**src/rtl/prog_loader_if.sv**
```systemverilog
// Byte-stream source and instruction-memory write port of the program loader.
// slave: loader side; master: byte source / memory / CPU-control side.
interface prog_loader_if #(
  parameter int DATA_WIDTH    = 32,
  parameter int ADDRESS_WIDTH = 5
);
  logic                     byte_valid;
  logic [7:0]               byte_data;
  logic                     byte_ready;
  logic                     mem_we;
  logic [ADDRESS_WIDTH-1:0] mem_addr;
  logic [DATA_WIDTH-1:0]    mem_wd;
  logic                     cpu_rst;
  logic                     done;
  logic                     err;

  modport slave (
    input  byte_valid, byte_data,
    output byte_ready, mem_we, mem_addr, mem_wd, cpu_rst, done, err
  );

  modport master (
    output byte_valid, byte_data,
    input  byte_ready, mem_we, mem_addr, mem_wd, cpu_rst, done, err
  );
endinterface

```
**src/rtl/prog_loader.sv**
```systemverilog
// Loads a framed program image (A5, N, 4N bytes, XOR checksum) into instruction
// memory and releases the CPU from reset once the image checks out.
//
// state | meaning
// IDLE  | hunting for the 0xA5 header, other bytes dropped
// LEN   | waiting for the word count N
// DATA  | assembling a little-endian word, folding bytes into the checksum
// WRITE | one-cycle memory write of the assembled word
// CHK   | comparing the received checksum byte
// DONE  | image loaded, CPU released (terminal)
// ERR   | load aborted, CPU held in reset (terminal)
module prog_loader #(
  parameter int DATA_WIDTH    = 32,
  parameter int ADDRESS_WIDTH = 5
) (
  input  logic          CLK,
  input  logic          RST,
  prog_loader_if.slave  bus
);
  localparam int MAX_WORDS = 2 ** (ADDRESS_WIDTH - 2);
  localparam int IDXW      = ADDRESS_WIDTH - 1;
  localparam logic [8:0] MAX_W9 = 9'(MAX_WORDS);

  typedef enum logic [2:0] {
    S_IDLE, S_LEN, S_DATA, S_WRITE, S_CHK, S_DONE, S_ERR
  } state_e;

  state_e                   state_q, state_d;
  logic [1:0]               byte_cnt_q, byte_cnt_d;
  logic [IDXW-1:0]          word_idx_q, word_idx_d;
  logic [IDXW-1:0]          len_q, len_d;
  logic [7:0]               chk_q, chk_d;
  logic [DATA_WIDTH-1:0]    word_q, word_d;
  logic [ADDRESS_WIDTH-1:0] mem_addr_q, mem_addr_d;
  logic [DATA_WIDTH-1:0]    mem_wd_q, mem_wd_d;

  logic ready_state;
  logic accept;
  logic len_ok;

  assign ready_state = (state_q == S_IDLE) || (state_q == S_LEN) ||
                       (state_q == S_DATA) || (state_q == S_CHK);
  assign accept      = bus.byte_valid && ready_state && !RST;
  assign len_ok      = (bus.byte_data != 8'd0) && ({1'b0, bus.byte_data} <= MAX_W9);

  always_comb begin
    state_d    = state_q;
    byte_cnt_d = byte_cnt_q;
    word_idx_d = word_idx_q;
    len_d      = len_q;
    chk_d      = chk_q;
    word_d     = word_q;
    mem_addr_d = mem_addr_q;
    mem_wd_d   = mem_wd_q;
    case (state_q)
      S_IDLE: begin
        if (accept && bus.byte_data == 8'hA5) begin
          state_d    = S_LEN;
          byte_cnt_d = 2'd0;
          word_idx_d = '0;
          chk_d      = 8'd0;
        end
      end
      S_LEN: begin
        if (accept) begin
          if (len_ok) begin
            len_d   = IDXW'(bus.byte_data);
            state_d = S_DATA;
          end else begin
            state_d = S_ERR;
          end
        end
      end
      S_DATA: begin
        if (accept) begin
          // new byte enters at the top, so after four bytes the first sits in [7:0]
          word_d     = {bus.byte_data, word_q[DATA_WIDTH-1:8]};
          chk_d      = chk_q ^ bus.byte_data;
          byte_cnt_d = byte_cnt_q + 2'd1;
          if (byte_cnt_q == 2'd3) begin
            state_d    = S_WRITE;
            mem_addr_d = {word_idx_q[ADDRESS_WIDTH-3:0], 2'b00};
            mem_wd_d   = word_d;
          end
        end
      end
      S_WRITE: begin
        word_idx_d = word_idx_q + 1'b1;
        state_d    = (word_idx_d == len_q) ? S_CHK : S_DATA;
      end
      S_CHK: begin
        if (accept) begin
          state_d = (bus.byte_data == chk_q) ? S_DONE : S_ERR;
        end
      end
      S_DONE:  state_d = S_DONE;
      S_ERR:   state_d = S_ERR;
      default: state_d = S_IDLE;
    endcase
  end

  always_ff @(posedge CLK) begin
    if (RST) begin
      state_q    <= S_IDLE;
      byte_cnt_q <= 2'd0;
      word_idx_q <= '0;
      len_q      <= '0;
      chk_q      <= 8'd0;
      word_q     <= '0;
      mem_addr_q <= '0;
      mem_wd_q   <= '0;
    end else begin
      state_q    <= state_d;
      byte_cnt_q <= byte_cnt_d;
      word_idx_q <= word_idx_d;
      len_q      <= len_d;
      chk_q      <= chk_d;
      word_q     <= word_d;
      mem_addr_q <= mem_addr_d;
      mem_wd_q   <= mem_wd_d;
    end
  end

  assign bus.byte_ready = ready_state && !RST;
  assign bus.mem_we     = (state_q == S_WRITE);
  assign bus.mem_addr   = mem_addr_q;
  assign bus.mem_wd     = mem_wd_q;
  assign bus.cpu_rst    = (state_q != S_DONE);
  assign bus.done       = (state_q == S_DONE);
  assign bus.err        = (state_q == S_ERR);
endmodule

```
**src/flat_wrapper.sv**
```systemverilog
// flat-port wrapper written by rule: the top's interface ports become plain ports
module prog_loader_flat 
#(
  parameter int DATA_WIDTH    = 32,
  parameter int ADDRESS_WIDTH = 5
)
  (CLK, RST, bus_byte_valid, bus_byte_data, bus_byte_ready, bus_mem_we, bus_mem_addr, bus_mem_wd, bus_cpu_rst, bus_done, bus_err);
  prog_loader_if #(.DATA_WIDTH(DATA_WIDTH), .ADDRESS_WIDTH(ADDRESS_WIDTH)) bus_i ();
  input  logic CLK;
  input  logic RST;
  input wire logic [$bits(bus_i.byte_valid)-1:0] bus_byte_valid;
  input wire logic [$bits(bus_i.byte_data)-1:0] bus_byte_data;
  output wire logic [$bits(bus_i.byte_ready)-1:0] bus_byte_ready;
  output wire logic [$bits(bus_i.mem_we)-1:0] bus_mem_we;
  output wire logic [$bits(bus_i.mem_addr)-1:0] bus_mem_addr;
  output wire logic [$bits(bus_i.mem_wd)-1:0] bus_mem_wd;
  output wire logic [$bits(bus_i.cpu_rst)-1:0] bus_cpu_rst;
  output wire logic [$bits(bus_i.done)-1:0] bus_done;
  output wire logic [$bits(bus_i.err)-1:0] bus_err;
  assign bus_i.byte_valid = bus_byte_valid;
  assign bus_i.byte_data = bus_byte_data;
  assign bus_byte_ready = bus_i.byte_ready;
  assign bus_mem_we = bus_i.mem_we;
  assign bus_mem_addr = bus_i.mem_addr;
  assign bus_mem_wd = bus_i.mem_wd;
  assign bus_cpu_rst = bus_i.cpu_rst;
  assign bus_done = bus_i.done;
  assign bus_err = bus_i.err;
  prog_loader #(.DATA_WIDTH(DATA_WIDTH), .ADDRESS_WIDTH(ADDRESS_WIDTH)) u_core (.CLK(CLK), .RST(RST), .bus(bus_i));
endmodule
```
**config.mk**
```make
export PLATFORM = sky130hd
export DESIGN_NAME = prog_loader_flat
export DESIGN_NICKNAME = d
export VERILOG_FILES = /design/src/rtl/prog_loader_if.sv /design/src/rtl/prog_loader.sv /design/src/flat_wrapper.sv
export SDC_FILE = /design/constraint.sdc
export NUM_CORES = 1
export LEC_CHECK = 0
export CORE_UTILIZATION = 48
export CTS_CLUSTER_SIZE = 40
export DETAILED_ROUTE_END_ITERATION = 12
export PLACE_DENSITY = 0.75
export RECOVER_POWER = 25
export SLEW_MARGIN = 10
export SYNTH_ARGS = -nofsm -noshare
export SYNTH_HDL_FRONTEND = slang
export SYNTH_SLANG_ARGS = --single-unit
```
**constraint.sdc**
```tcl
create_clock -name CLK -period 1.8 [get_ports CLK]
set_input_delay 0.18 -clock CLK [delete_from_list [all_inputs] [get_ports CLK]]
set_output_delay 0.18 -clock CLK [all_outputs]
set_load 0.05 [all_outputs]
```
### Yosys cells after proc, flatten, opt, wreduce, memory -nomap -nowiden

Cells that the tools add are included.
W data, S select, Z words.

| storage, ports and cells | value |
|---|---|
| register bits after elaboration | 88 |
| bits of input ports | 11 |
| output and inout port bits | 42 |
| word-level logic and storage cells | 64 |

| operators by class | value |
|---|---|
| add/subtract/negate cells | 2 |
| order comparisons | 1 |
| eq/ne operators | 16 |
| mux-type cells | 17 |
| bitwise logic cells | 1 |
| reductions and logical operators | 19 |

Operators by type and width:

| kind | number |
|---|---|
| $mux W3 | 7 |
| $pmux W3 S7 | 1 |
| $mux W8 | 2 |
| $pmux W8 S2 | 1 |
| $eq A3 B3 Y1 const B | 3 |
| $reduce_and A3 Y1 | 3 |
| $eq A8 B8 Y1 | 1 |
| $eq A8 B8 Y1 const B | 1 |
| $le A8 B4 Y1 const B | 1 |
| $pmux W4 S2 | 1 |
| $reduce_bool A8 Y1 | 1 |
| $xor A8 B8 Y8 | 1 |
| $eq A3 B2 Y1 const B | 2 |
| $mux W2 | 3 |
| $ne A2 B1 Y1 const B | 3 |
| $logic_and A1 B1 Y1 | 5 |
| $reduce_and A5 Y1 | 1 |
| $add A4 B1 Y4 const B | 1 |
| $eq A4 B4 Y1 | 1 |
| $mux W4 | 1 |
| $ne A2 B2 Y1 const B | 2 |
| $pmux W2 S2 | 1 |
| $reduce_and A2 Y1 | 2 |
| $reduce_bool A2 Y1 | 2 |
| 7 further kinds | 9 |

### Longest topological paths before layout

Gate-level depths: netlist of the first run.

| depth | value |
|---|---|
| word-level depth | 9 |
| mapped depth | 9 |
| mapped depth without buffers | 6 |

### Worst setup path after synthesis of the first run

No wires, ideal clock.

| timing path | value |
|---|---|
| kind | reg2out |
| start point | reg u_core.state_q[2] |
| end point | out bus_err |
| data arrival time | 1.943 ns |
| slack | -0.323 ns |
| stages on the path, launching flop included | 5 |
| buffers on the path | 2 |
| cells stage by stage | dfxtp_1 buf_2 clkbuf_1 inv_1 nor3_1 |

| on the way | value |
|---|---|
| cells in the longest elaborated chain, start to end | 1 |

Ends and longest elaborated chain:

| element | line | RTL |
|---|---|---|
| start: declaration | prog_loader.sv:28 | `state_e state_q, state_d;` |
| start signal: assignment | prog_loader.sv:113 | `state_q <= state_d;` |
| $eq A3 B3 Y1 | prog_loader.sv:130 | `assign bus.err = (state_q == S_ERR);` |
| end: declaration | flat_wrapper.sv:19 | `output wire logic [$bits(bus_i.err)-1:0] bus_err;` |

Every way passes these cells.

### Worst setup path after layout of the first run

| timing path | value |
|---|---|
| start point | reg u_core.state_q[1] |
| end point | out bus_byte_ready |

| on the way | value |
|---|---|
| cells in the longest elaborated chain, start to end | 5 |
| elaborated cells between the ends (all ways) | 8 |

Ends and longest elaborated chain:

| element | line | RTL |
|---|---|---|
| $eq A3 B1 Y1 or $logic_not A3 Y1 (tied branches) | prog_loader.sv:41 | `assign ready_state = (state_q == S_IDLE) \|\| (state_q == S_LEN) \|\|` |
| $logic_or A1 B1 Y1 (2 in a row) | prog_loader.sv:41 |  |
| $logic_or A1 B1 Y1 (*) | prog_loader.sv:42 | `(state_q == S_DATA) \|\| (state_q == S_CHK);` |
| $logic_and A1 B1 Y1 (*) | prog_loader.sv:124 | `assign bus.byte_ready = ready_state && !RST;` |
| end: declaration | flat_wrapper.sv:13 | `output wire logic [$bits(bus_i.byte_ready)-1:0] bus_byte_ready;` |

Mark *: on every way between the ends. The rest lies on a longest branch, timed or not.

==> impl_metrics.toml, run 1 <==
[status]
outcome = "finished, final reports clean"

[clock_tree]
htreeDepth = 3
clkTransAtPathRegs_ns = 0.09
clockBufferDepth = 2
cts_made_buffers = 9
cts_tree = "built"
clock_latency_ns = 0.36
clock_sinks = 80
hold_buffers = 0
root_buffer = "clkbuf_8"

[critical_path]
slowest_stage = "dfxtp_1"
critPathTopFamily = "buffers and inverters"
slowest_delay_ns = 0.35
worstSetupPathType = "flop to output port"
cp.required_ns = 1.62
crit_fanout = 8
start_kind = "flop"
crit_chain = "buf_6 -> clkinvlp_4 -> buf_4 -> a21oi_1 -> nor2_1 -> buf_4"
worst_setup_path_end_kind = "output port"
crit_buf_inv = 4
arrival_ns = 1.57
path_common_cell = "buf_4"

[synthesis]
yosysSeqAreaShare_pct = 46.66
syn_area_per_cell_sq_um = 7.836
synthTopCellsByArea = "dfxtp_1 (47%), nand2_1 (14%), a21oi_1 (9.6%), clkbuf_1 (2.4%), a32o_1 (2.3%)"
syn_area_sq_mm = 0.003432
synth.distinct_cells = 44
synthCells = 438
yosysWarnings = 0
ys_ff_latch = 80
synth_top_area_share_pct = 46.66
yosys.area.top_type = "dfxtp_1"
synth-edff-count = 0
async_flop_share_pct = 0
ys.flop_type = "dfxtp_1"

[die]
dieArea_sq_mm = 0.007493
die_h_um = 86.56
initial_core_util_pct = 49.96
die_w_um = 86.56
io_pins = 53
coreArea_sq_mm = 0.006869
rows = 30

[layout]
multiInputGateArea_sq_mm = 0.001670
drive_above_1_share_pct = 15.52
layout.nets = 517
final_util_pct = 66.83
fillers = 588
area_delta_synth_final_pct = 33.76
regArea_sq_mm = 0.001602
antennaDiodeCount = 0

[timing]
period_needed_ns = 1.746
hold_violations = 0
finalSetupViolCount = 0
slew_headroom_pct = 65.62
finalWorstSetupSlack_ns = 0.05411
fmax_ghz = 0.5728
worst-slew-pin-transition_ns = 0.5141
drv_slew = 0
grt_setup_unrepaired = "yes"
final.period_utilization_pct = 96.99
fin_skew_ns = 0.008146

[power]
ir_drop_mv = 0.5592
p_leak_nw = 1.629
seqPwrFrac_pct = 50.8
p_clk_share_pct = 44.8
switchingPower_uw = 812.6
power.density_mw_per_mm2 = 758.3
power_frac_comb_pct = 4.4
switching_share_pct = 23.34
internal_power_mw = 2.669

[run]
max-cap-violations = 0

[place]
gp_congestion = 0.8517
dp_slack_ns = -0.4330
dpl.hpwl_um = 5560
port_buffers = 50

[min_path]
hp-class = "input port to flop"

[routing]
drtPass1Iterations = 4
wirelength_um = 8678
viasPerCell = 5.202
vias = 3147
wl_per_cell_um = 14.34
drt_iter0_drc = 235
drcViolationCount = 0
final_antenna_net_count = 0

[global_route]
grt_pass1_vias = 2822
antenna_found_initial = 0
overflow = 0
grt_usage_pct = 23.44
grt_pass1_wl_um = 13570
grt_max_degree = 81
Yosys cell counts (all sizes together), types with 2 or more instances:
cell / instances
a211oi: 4
a21oi: 66
a31oi: 2
a32o: 8
and2: 2
buf: 15
clkbuf: 22
dfxtp: 80
ha: 2
inv: 10
mux2i: 6
nand2: 130
nand2b: 12
nand3: 6
nand4: 3
nor2: 22
nor3: 5
o21ai: 12
o22ai: 2
o32ai: 3
or2: 2
or4: 2
xnor2: 4
xor2: 3
kinds of logic (layout without fill, tap and decap cells):
family | count (synthesis) | after routing | synth area share, %
AO/OA/AOI/OAI | 106 | 106 | 18.85
XOR/XNOR | 7 | 7 | 1.786
adder cells (fa/ha/maj) | 2 | 2 | 0.7290
buffers and inverters | 47 | 117 | 5.943
flip-flops | 80 | 80 | 46.66
multiplexers | 6 | 6 | 1.750
other | 1 | 2 | 0.1093
AND/OR/NAND/NOR | 189 | 189 | 24.17
layout make-up:
class | count | area share [%]
multi-input combinational | 312 | 36.39
sequential | 80 | 34.89
timing repair buffer | 91 | 20.01
clock buffer | 10 | 2.998
tap | 96 | 2.617
clock inverter | 6 | 2.126
inverter | 10 | 0.9812
cells in the final DEF (no fill, tap or decap), drive strengths merged, types with 2 or more instances in the layout:
cell	count
a211oi	4
a21oi	66
a31oi	2
a32o	8
and2	2
buf	46
bufinv	2
clkbuf	11
clkdlybuf4s50	37
clkinvlp	2
conb	2
dfxtp	80
dlymetal6s2s	7
ha	2
inv	12
mux2i	6
nand2	130
nand2b	12
nand3	6
nand4	3
nor2	22
nor3	5
o21ai	12
o22ai	2
o32ai	3
or2	2
or4	2
xnor2	4
xor2	3
power groups by stage:
stage          Combinational (mW)  Clock, mW  Sequential, mW
2_1_floorplan              0.0831          0            1.81
3_3_place_gp                0.152          0            1.81
3_5_place_dp                0.152          0            1.81
4_1_cts                     0.153       1.57            1.77
5_1_grt                     0.164       1.65            1.77
6_report                    0.153       1.56            1.77
state kept, by name (all words and copies together), names as in the netlist:
register,count
u_core.word_idx_q,4
u_core.word_q,24
u_core.chk_q,8
u_core.byte_cnt_q,2
u_core.bus.mem_addr,3
u_core.state_q,3
u_core.len_q,4
u_core.bus.mem_wd,32
stage by stage:
step / total power [mW] / hold slack (ns) / area (sq um) / cells / setup TNS (ns)
finish: 3.481 / 0.2815 / 4591 / 605 / 0
global route: 3.584 / 0.3072 / 4591 / 605 / -0.1126
CTS: 3.486 / 0.3374 / 4476 / 598 / 0
detailed placement: 1.962 / 0.4468 / 4224 / 581 / -6.518
global placement: 1.961 / 0.4397 / 4224 / 581 / -5.752
floorplan: 1.893 / 0.3160 / 3460 / 439 / 0
what timing repair did:
| item | 4_1_cts | 5_1_grt |
|---|---|---|
| pin swaps | 0 | 4 |
| setup endpoints to repair | 6 | 47 |
| gates resized for setup | 2 | 17 |
| buffers inserted | 1 | 5 |
| gates cloned | 0 | 2 |
| hold endpoints to repair | 0 | 0 |
routing by layer:
metal  vias to the layer above  global-route usage [%]  share of wire [%]  wire length [um]
li1                       1600                       -                  -                 -
met1                      1455                   31.52                 45              3880
met2                        80                   37.88                 49              4230
met3                        12                   5.048                5.0               431
met4                         0                   6.970                1.5               134
met5                         -                       0                  0                 0
final timing paths:
path	start	end	slack [ns]	cells past startpoint
max	u_core.state_q[1]	bus_byte_ready	0.05	6
max reg2reg	u_core.state_q[1]	u_core.chk_q[7]	0.08	6
min reg2reg	u_core.bus.mem_wd[2]	u_core.bus.mem_wd[2]	0.46	2
min	bus_byte_data[4]	u_core.word_q[28]	0.28	4
worst register-to-register path, stage by stage (launching register included):
cell	delay [ns]
dfxtp_1	0.35
buf_6	0.14
clkinvlp_4	0.15
a2111oi_4	0.42
buf_2	0.23
o21ai_1	0.08
a32o_1	0.25
No activity file was read; power rests on OpenSTA's default activity.
==> run 2: changes to the inputs <==
--- a/config.mk
+++ b/config.mk
@@ -5,6 +5,7 @@
 export SDC_FILE = /design/constraint.sdc
 export NUM_CORES = 1
 export LEC_CHECK = 0
+export CORE_MARGIN = 5
 export CORE_UTILIZATION = 48
 export CTS_CLUSTER_SIZE = 40
 export DETAILED_ROUTE_END_ITERATION = 12
==> run 2 against run 1 <==
Effect of this change:
- register-to-register slack improved by 0.08 ns
- largest cell class unchanged
- hold slack got worse by 0.015 ns
- largest power group unchanged
- critical path depth up 1
- critical endpoint is now u_core.chk_q[3]
- highest routed layer unchanged
==> impl_metrics.toml, run 2 (synthesized netlist as in run 1, its figures left out) <==
[critical_path]
worst_setup_path_end_kind = "flop"
cp.required_ns = 2.04
worst-path-stages = 7
cp-endpoint = "u_core.chk_q[3]"
slowest_delay_ns = 0.48
crit_path_start = "bus_byte_data[3]"
crit_chain = "clkdlybuf4s50_1 -> and4bb_1 -> nand3_2 -> a2111oi_4 -> buf_4 -> o21ai_1 -> a32o_1"
crit_fanout = 5
reg2reg_from = "u_core.state_q[1]"
rrSetupSlack_ns = 0.16
slowest_stage = "clkdlybuf4s50_1"
crit_buf_inv = 2
start_kind = "input port"
critPathTopFamily = "buffers and inverters"
worstSetupPathType = "input port to flop"
arrival_ns = 2.00
reg2reg_depth = 6
r2r_end = "u_core.chk_q[3]"

[global_route]
overflow = 0
grt_pass1_wl_um = 13900
grt_pass1_vias = 2903
grt_max_degree = 58
antenna_found_initial = 0
grt_usage_pct = 19.64

[die]
io_pins = 53
rows = 30
initial_core_util_pct = 49.96
dieArea_sq_mm = 0.008942
die_h_um = 94.56
die_w_um = 94.56
coreArea_sq_mm = 0.006869

[power]
seqPwrFrac_pct = 52.4
power.density_mw_per_mm2 = 751.3
finalPower_mw = 3.371
power_frac_comb_pct = 4.5
switching_share_pct = 22.67
p_leak_nw = 1.551
p_clk_share_pct = 43.0
switchingPower_uw = 764.2
internal_power_mw = 2.607
ir_drop_mv = 0.5266

[timing]
drv_slew = 0
period_needed_ns = 1.759
worst-slew-pin-transition_ns = 0.5538
hold_violations = 0
fmax_ghz = 0.5686
whs_ns = 0.2661
fin_skew_ns = 0.01279
slew_headroom_pct = 63.08
finalWorstSetupSlack_ns = 0.04126
finalSetupViolCount = 0
final.period_utilization_pct = 97.71

[routing]
drcViolationCount = 0
vias = 3135
drt_iter0_drc = 256
wl_per_cell_um = 14.04
wirelength_um = 8408
viasPerCell = 5.234
drtPass1Iterations = 4
final_antenna_net_count = 0

[place]
gp_congestion = 0.8603
dpl.hpwl_um = 5772
dp_cells = 581
port_buffers = 50
dp_slack_ns = -0.4708

[layout]
final_common_cell = "nand2_1"
layout.nets = 512
area_delta_synth_final_pct = 30.73
most-common-layout-cells = "nand2_1 (130), dfxtp_1 (79), a21oi_1 (65)"
drive_above_1_share_pct = 14.71
antennaDiodeCount = 0
fillers = 614
instances_no_fill = 599
final_util_pct = 65.32
largest_reg_flops = 32

[clock_tree]
htreeDepth = 3
clock_latency_ns = 0.35
clockBufferDepth = 2
root_buffer = "clkbuf_8"
hold_buffers = 0
clock_sinks = 80
cts_tree = "built"
clkTransAtPathRegs_ns = 0.08
cts_made_buffers = 9

[status]
outcome = "finished, final reports clean"

[min_path]
hp-class = "input port to flop"
hold_depth = 4

[run]
max-cap-violations = 0
[run 2: cell count changes in the layout (fill, tap and decap cells not counted), sizes merged]
| cell | before | now |
|---|---|---|
| buf | 46 | 41 |
| dlymetal6s2s | 7 | 3 |
| clkdlybuf4s50 | 37 | 40 |
| clkinv | 0 | 2 |
| clkbuf | 11 | 10 |
| clkinvlp | 2 | 1 |
| dlygate4sd2 | 0 | 1 |
| inv | 12 | 11 |
[run 2: worst min-delay path by stage]
stage                                      from               endpoint  slack, ns
after global routing           bus_byte_data[4]      u_core.word_q[28]       0.28
after floorplan                bus_byte_data[4]      u_core.word_q[28]       0.32
final                          bus_byte_data[4]  u_core.bus.mem_wd[28]       0.27
after detailed placement   u_core.bus.mem_wd[3]   u_core.bus.mem_wd[3]       0.45
after CTS                                   RST   u_core.byte_cnt_q[1]       0.31
after global placement    u_core.bus.mem_wd[26]  u_core.bus.mem_wd[26]       0.44
[run 2: metrics by stage]
| stage | setup TNS (ns) | instance area (sq um) |
|---|---|---|
| after CTS | 0 | 4442 |
| after global routing | -0.01425 | 4487 |
| after detailed placement | -6.350 | 4212 |
| after global placement | -5.700 | 4212 |
| after floorplan | 0 | 3460 |
| final | 0 | 4487 |
[run 2: power groups by stage]
stage	combinational, mW	clock (mW)	sequential (mW)
5_1_grt	0.163	1.58	1.77
4_1_cts	0.150	1.47	1.77
6_report	0.152	1.45	1.77
3_3_place_gp	0.148	0	1.81
2_1_floorplan	0.0831	0	1.81
3_5_place_dp	0.149	0	1.81
[run 2: per-layer routing]
layer  GRT usage, %  vias to the layer above  share of wire, %
li1               -                     1596                 -
met5              0                        -                 0
met3          4.303                       11               5.2
met1          27.23                     1458                47
met4          6.731                        0               1.7
met2          30.26                       70                46
[run 2: timing repair]
action	CTS	global route
endpoints found under the hold margin	0	0
gates cloned	0	1
pin swaps	1	4
buffers inserted	1	1
endpoints found under the setup margin	4	70
resized for setup	3	11
[run 2: layout make-up]
| type | instances | area [sq um] | share of cell area, % |
|---|---|---|---|
| clock buffer | 9 | 123.9 | 2.761 |
| clock inverter | 6 | 91.34 | 2.036 |
| inverter | 10 | 41.29 | 0.9202 |
| multi-input combinational | 312 | 1672 | 37.26 |
| sequential | 80 | 1603 | 35.72 |
| tap | 96 | 120.1 | 2.677 |
| timing repair buffer | 86 | 835.8 | 18.63 |
[run 2: tightest hold or removal path, delay by kind of cell]
kind	cells	cell delay, ns
AO/OA/AOI/OAI	1	0.05
buffers and inverters	2	0.28
AND/OR/NAND/NOR	1	0.05
==> run 3: changes to the inputs <==
--- a/config.mk
+++ b/config.mk
@@ -9,6 +9,7 @@
 export CORE_UTILIZATION = 48
 export CTS_CLUSTER_SIZE = 40
 export DETAILED_ROUTE_END_ITERATION = 12
+export GPL_TIMING_DRIVEN = 0
 export PLACE_DENSITY = 0.75
 export RECOVER_POWER = 25
 export SLEW_MARGIN = 10
==> run 3 against run 2 <==
Effect of this change:
- global-route usage grew 1.1 points
- critical path type is now flop to output port
- cell area shrank 2.2%
- flip-flop and latch count is the same
- fmax grew 0.51%
- utilization shrank 1.5 points
==> impl_metrics.toml, run 3 (synthesized netlist as in run 1, its figures left out) <==
[status]
outcome = "finished, final reports clean"

[critical_path]
crit_chain = "clkdlybuf4s50_1"
slowest_stage = "clkdlybuf4s50_1"
slowest_delay_ns = 0.83
crit_buf_inv = 1
cp.required_ns = 1.62
arrival_ns = 1.57
start_kind = "flop"
crit_fanout = 2
worstSetupPathType = "flop to output port"
critPathTopFamily = "buffers and inverters"
worst_setup_path_end_kind = "output port"

[power]
power_frac_comb_pct = 4.3
ir_drop_mv = 0.7805
internal_power_mw = 2.355
finalPower_mw = 3.166
switchingPower_uw = 810.2
switching_share_pct = 25.59
seqPwrFrac_pct = 55.8
p_clk_share_pct = 39.8
power.density_mw_per_mm2 = 721.6
p_leak_nw = 1.480

[routing]
viasPerCell = 5.405
drt_iter0_drc = 256
final_antenna_net_count = 0
vias = 3270
drtPass1Iterations = 5
wirelength_um = 9113
drcViolationCount = 0
wl_per_cell_um = 15.06

[global_route]
grt_pass1_vias = 3035
antenna_found_initial = 0
grt_pass1_wl_um = 14660
grt_usage_pct = 20.76
overflow = 0
grt_max_degree = 16

[die]
coreArea_sq_mm = 0.006869
die_w_um = 94.56
rows = 30
io_pins = 53
dieArea_sq_mm = 0.008942
initial_core_util_pct = 49.96
die_h_um = 94.56

[clock_tree]
clock_latency_ns = 0.35
clock_sinks = 80
clkTransAtPathRegs_ns = 0.09
cts_tree = "built"
root_buffer = "clkbuf_8"
cts_made_buffers = 9
clockBufferDepth = 2
htreeDepth = 3

[run]
max-cap-violations = 0

[timing]
drv_slew = 0
fin_skew_ns = 0.01197
worst-slew-pin-transition_ns = 0.5967
whs_ns = 0.1756
slew_headroom_pct = 60.22
final.period_utilization_pct = 97.21
period_needed_ns = 1.750
finalSetupViolCount = 0
hold_violations = 0
fmax_ghz = 0.5715

[place]
dpl.hpwl_um = 6177
gp_congestion = 0.8505
dp_cells = 580
post_dp_cell_area_sq_mm = 0.004030
port_buffers = 45

[layout]
area_delta_synth_final_pct = 27.82
instances_no_fill = 605
finalInstanceArea_sq_mm = 0.004387
drive_above_1_share_pct = 16.90
layout.nets = 517
largest_reg_flops = 32
antennaDiodeCount = 0
most-common-layout-cells = "nand2_1 (129), dfxtp_1 (79), a21oi_1 (56)"
final_common_cell = "nand2_1"

[min_path]
hp-class = "input port to flop"
==> run 3: layout make-up <==
cell class | instances | area, sq um
clock inverters | 6 | 48.80
plain buffers | 36 | 234.0
well taps | 96 | 120.1
multi-input cells | 312 | 1695
clock buffers | 10 | 137.6
fillers | 615 | 2482
inverters | 10 | 41.29
repair buffers | 55 | 506.7
flip-flops and latches | 80 | 1603
==> run 3: through the flow <==
stage | util [%] | setup TNS (ns) | setup slack (ns)
after detailed placement | 58.67 | -25.35 | -0.6419
final | 63.86 | 0 | 0.05019
after floorplan | - | 0 | 0.005787
after CTS | 62.33 | 0 | 0.0007276
after global routing | 63.86 | -0.03603 | -0.009440
after global placement | 58.67 | -24.82 | -0.6426
==> run 3: power groups by stage <==
stage               logic, mW  registers, mW  clock network [mW]
floorplan              0.0831           1.81                   0
finish                  0.137           1.77                1.26
detailed placement      0.132           1.81                   0
global placement        0.131           1.81                   0
global route            0.147           1.77                1.35
CTS                     0.129           1.77                1.27
==> run 3: worst paths after layout <==
kind	from	end	slack, ns	depth (start not counted)
min reg2reg	u_core.word_q[13]	u_core.bus.mem_wd[5]	0.45	2
min	bus_byte_data[7]	u_core.word_q[31]	0.18	3
max	u_core.bus.mem_wd[28]	bus_mem_wd[28]	0.05	1
max reg2reg	u_core.state_q[2]	u_core.bus.mem_wd[23]	0.07	7
==> run 3: what timing repair did <==
item / 4_1_cts / 5_1_grt
setup buffers: 5 / 5
pin swaps: 2 / 3
hold buffers: 0 / 0
cloned: 0 / 0
gates resized for setup: 48 / 42
setup endpoints to repair: 83 / 75
==> run 3: layer usage <==
layer	up-vias	track usage [%]	part of all wire (%)
met3	8	4.940	6.5
met1	1558	29.03	45
met4	0	5.409	0.90
met2	103	32.27	47
li1	1601	-	-
met5	-	0	0
